--- src/rtl/counter_sequencer.sv ---
// Button front end for the starter-kit counter: three debounced push-buttons drive a
// small FSM that emits count-enable and synchronous-clear pulses (free-run, step, zero).
module counter_sequencer #(
  parameter int CLK_DIV      = 1000000,
  parameter int DEBOUNCE_CYC = 16,
  parameter int DIV_W        = 24,
  parameter int DB_W         = 8
) (
  input  logic       clock_i,
  input  logic       clear_i,
  input  logic       start_stop_i,
  input  logic       step_i,
  input  logic       zero_i,
  output logic       count_o,
  output logic       clear_o,
  output logic       running_o,
  output logic [1:0] state_o
);

  typedef enum logic [1:0] {
    IDLE = 2'b00,
    RUN  = 2'b01,
    STEP = 2'b10,
    CLR  = 2'b11
  } state_t;

  localparam logic [DB_W-1:0]  DB_MAX  = DB_W'(DEBOUNCE_CYC - 1);
  localparam logic [DIV_W-1:0] DIV_MAX = DIV_W'(CLK_DIV - 1);

  // Button index: 0 = step, 1 = start/stop, 2 = zero.
  logic [2:0]      raw;
  logic [2:0]      s1;
  logic [2:0]      s2;
  logic [2:0]      db_level;
  logic [2:0]      ev;
  logic [DB_W-1:0] db_cnt [3];

  assign raw = {zero_i, start_stop_i, step_i};

  for (genvar gi = 0; gi < 3; gi++) begin : g_button
    always_ff @(posedge clock_i or posedge clear_i) begin
      if (clear_i) begin
        s1[gi]       <= 1'b0;
        s2[gi]       <= 1'b0;
        db_level[gi] <= 1'b0;
        db_cnt[gi]   <= '0;
        ev[gi]       <= 1'b0;
      end else begin
        s1[gi] <= raw[gi];
        s2[gi] <= s1[gi];
        ev[gi] <= 1'b0;
        if (s2[gi] != db_level[gi]) begin
          if (db_cnt[gi] == DB_MAX) begin
            db_level[gi] <= s2[gi];
            db_cnt[gi]   <= '0;
            // Only the rising edge of the accepted level is an event.
            ev[gi]       <= s2[gi];
          end else begin
            db_cnt[gi] <= db_cnt[gi] + 1'b1;
          end
        end else begin
          db_cnt[gi] <= '0;
        end
      end
    end
  end

  logic              step_ev;
  logic              ss_ev;
  logic              zero_ev;
  state_t            state;
  state_t            ret;
  logic [DIV_W-1:0]  div_cnt;

  assign step_ev = ev[0];
  assign ss_ev   = ev[1];
  assign zero_ev = ev[2];
  assign state_o = state;

  // Outputs are registered from the next state, so they line up with state_o.
  always_ff @(posedge clock_i or posedge clear_i) begin
    if (clear_i) begin
      state     <= IDLE;
      ret       <= IDLE;
      div_cnt   <= '0;
      count_o   <= 1'b0;
      clear_o   <= 1'b0;
      running_o <= 1'b0;
    end else begin
      count_o <= 1'b0;
      clear_o <= 1'b0;
      case (state)
        IDLE: begin
          div_cnt <= '0;
          if (zero_ev) begin
            state   <= CLR;
            ret     <= IDLE;
            clear_o <= 1'b1;
          end else if (ss_ev) begin
            state     <= RUN;
            running_o <= 1'b1;
          end else if (step_ev) begin
            state   <= STEP;
            count_o <= 1'b1;
          end
        end
        RUN: begin
          if (zero_ev) begin
            state     <= CLR;
            ret       <= RUN;
            clear_o   <= 1'b1;
            running_o <= 1'b0;
            div_cnt   <= '0;
          end else if (ss_ev) begin
            // A tick landing on this edge is dropped along with RUN.
            state     <= IDLE;
            running_o <= 1'b0;
            div_cnt   <= '0;
          end else if (div_cnt == DIV_MAX) begin
            div_cnt <= '0;
            count_o <= 1'b1;
          end else begin
            div_cnt <= div_cnt + 1'b1;
          end
        end
        STEP: begin
          state   <= IDLE;
          div_cnt <= '0;
        end
        CLR: begin
          state     <= ret;
          running_o <= (ret == RUN);
          div_cnt   <= '0;
        end
        default: begin
          state   <= IDLE;
          div_cnt <= '0;
        end
      endcase
    end
  end

endmodule
--- config.mk ---
export PLATFORM = sky130hd
export DESIGN_NAME = counter_sequencer
export DESIGN_NICKNAME = d
export VERILOG_FILES = /design/src/rtl/counter_sequencer.sv
export SDC_FILE = /design/constraint.sdc
export NUM_CORES = 1
export LEC_CHECK = 0
export ABC_AREA = 1
export CAP_MARGIN = 30
export CELL_PAD_IN_SITES_DETAIL_PLACEMENT = 2
export CELL_PAD_IN_SITES_GLOBAL_PLACEMENT = 2
export CORE_MARGIN = 10
export CORE_UTILIZATION = 40
export CTS_CLUSTER_SIZE = 12
export DETAILED_ROUTE_END_ITERATION = 10
export HOLD_SLACK_MARGIN = 0.05
export PLACE_DENSITY_LB_ADDON = 0.15
export SLEW_MARGIN = 20
export SYNTH_ARGS = -nofsm -noshare
export SYNTH_HDL_FRONTEND = slang
export SYNTH_SLANG_ARGS = --single-unit
--- constraint.sdc ---
create_clock -name clock_i -period 3.99 [get_ports clock_i]
set_input_delay 0.399 -clock clock_i [delete_from_list [all_inputs] [get_ports clock_i]]
set_output_delay 0.399 -clock clock_i [all_outputs]
set_load 0.005 [all_outputs]
==> impl_metrics.yaml <==
die:
  dieArea_um2: 11700
  die_h_um: 108
  ios: 10
  rows: 32
  die_x_um: 108
  start_util_pct: 40.5
  core_area_um2: 7650
yosys:
  synth_area_leaders: "dfrtp_1 53%, nor2_1 11%, nand2_1 8.5%"
  synth.largest_area_cell: "dfrtp_1"
  ys_seq_area_share_pct: 53.3
  synthCells: 366
  synth_warnings: 0
  syn-mean-instance-area_um2: 8.46
  synth_area_um2: 3100
  async_reset_ff_share_pct: 100
  synth_edf_count: 0
  ys_types: 24
  synth_nets: 375
  ys_ff_latch: 66
  yosys.area.top_type_share_pct: 53.3
  synth_flop_cell: "dfrtp_1"
timing:
  tightest_slew_ns: 0.522
  relSlewSlack_pct: 65.1
  fmax_mhz: 556
  hold_viol: 0
  setup_viol: 0
  slew_viol_final: 0
  rsz0062_at_grt: "false"
  fin_crit_sh_pct: 45.1
  tns_ns: 0
  min_period_ns: 1.80
  clock-skew-final_ns: 0.0112
layout:
  seqCellArea_um2: 1650
  design_area_um2: 3530
  area_growth_pct: 14.1
  layout_commonest_cell: "nor2_1"
  multi_input_area_um2: 1270
  diodes: 0
  mostFrequentLayoutCells: "91 x nor2_1, 70 x nand2_1, 66 x dfrtp_1"
  drive_above_1_share_pct: 9.21
  final_nets: 396
  n_fill_cell: 863
clock_tree:
  cts-root-buf: "clkbuf_8"
  clkSlewWorstSetupHoldPaths_ns: 0.08
  cts_sinks: 66
  cts_resized: 0
  clock_latency_ns: 0.34
  h-tree-depth: 3
  clock_path_buffers: 2
  cts_setup_buffers: 0
  ctsHoldBuffers: 0
  cts_buffers: 9
  cts_tree: "yes"
critical_path:
  crit_fanout: 8
  crit_slowest_cell: "clkdlybuf4s50_1"
  cp_cell_sequence: "clkdlybuf4s50_1"
  crit_buf_inv: 1
  criticalPathCategory: "flop to primary output"
  crit_path_end_kind: "primary output"
  cp_top_family: "buffers and inverters"
  crit_arrival_ns: 1.40
  start_kind: "flop"
  required_ns: 3.59
  slowest_delay_ns: 0.56
worst_hold_path:
  min_path_type: "primary input to asynchronous set/reset pin"
placed_design:
  place_hpwl_um: 5580
  routabilityCongestion: 0.729
  io_buffers: 9
  placed_cell_area_um2: 3330
route:
  ant_nets: 0
  drt_pass1_iterations: 3
  wl_met1_um: 3200
  drtIter0Drc: 55
  routed-wl-met2_um: 4190
  remaining_drc_errors: 0
  top_layer_used: "met4"
  viasPerCell: 4.89
  routed-wl-met3_um: 183
  avgRoutedWirePerCell_um: 15.5
  vias: 2411
  drt-total-wl_um: 7640
global_route:
  globalRouteOverflowTotal: 0
  grt_pass1_wl_um: 13600
  grt_pass1_vias: 2879
  grt_max_degree: 33
  grt.total_usage_pct: 14.6
  antenna_found_initial: 0
power_and_ir_drop:
  p_total_uw: 1310
  peakVddDrop_mv: 0.228
  p_leak_uw: 0.00159
  power_density_nw_per_um2: 371
job:
  max_cap_violations: 0
run_status:
  status: "completed"
-- final timing paths --
check,from,end,slack (ns),cells after the start
setup / recovery,state_o[1],state_o[1],2.19,1
hold / removal,clear_i,db_cnt[0],0.34,2
setup reg to reg,div_cnt[0],div_cnt[11],2.27,6
hold reg to reg,s1[2],s2[2],0.37,0
max in group asynchronous,clear_i,db_cnt[23],3.05,3
min in group clock_i,s1[2],s2[2],0.37,0
-- cell usage after synthesis (all sizes together) (3+ instances only) --
cell and number:
xnor2 7, inv 43, nand2 75, nand3 15, xor2 16, o21ai 13, dfrtp 66, nor3 8
a21oi 3, nor2 101, ha 4, nand4 8
-- kinds of logic (layout without fill, tap and decap cells) --
group	count (synthesis)	count (layout)	share of synthesized area [%]
buffers and inverters	44	69	5.58
AND/OR/NAND/NOR	209	209	29.1
flip-flops	66	66	53.3
XOR/XNOR	23	23	6.50
AO/OA/AOI/OAI	20	20	3.88
adder cells (fa/ha/maj)	4	4	1.62
-- worst reg2reg max path: cells and delay by family (launching register included) --
kind | cells | cell delay, ns
DFF | 1 | 0.37
adders and majority gates | 1 | 0.20
and+or+nand+nor | 4 | 0.56
AOI/OAI and AO/OA | 1 | 0.46
-- flip-flops by register name, summed over array words and instances, names as in the netlist --
signal	cells
count_o	1
db_cnt	24
running_o	1
db_level	3
step_ev	1
s1	3
div_cnt	24
s2	3
zero_ev	1
ret	1
state_o	2
ss_ev	1
clear_o	1
-- layout make-up --
class	count	area share, %
Tap cell	102	3.61
Timing Repair Buffer	11	3.33
Clock inverter	4	1.45
Clock buffer	11	4.28
Inverter	43	4.57
Multi-Input combinational cell	256	36.0
Sequential cell	66	46.7
-- per-stage QoR --
stage / utilization (%) / hold WS, ns / worst slack (ns) / instances
after floorplan: - / 0.331 / 1.94 / 366
after CTS: 46.2 / 0.332 / 2.16 / 493
after global placement: 43.3 / 0.335 / 2.11 / 477
after detailed placement: 43.6 / 0.340 / 2.28 / 478
final: 46.2 / 0.335 / 2.19 / 493
after global routing: 46.2 / 0.350 / 2.09 / 493
-- where the power goes --
part | internal, µW | switching (µW)
clock | 319 | 260
sequential | 680 | 8.03
combinational | 14.6 | 27.4
total | 1010 | 295
-- routing by layer --
metal,track usage (%),up-vias
met1,15.7,1211
met3,4.16,7
met4,4.01,0
met5,0,-
li1,-,1176
met2,27.2,17
No activity file was read; power rests on OpenSTA's default activity.
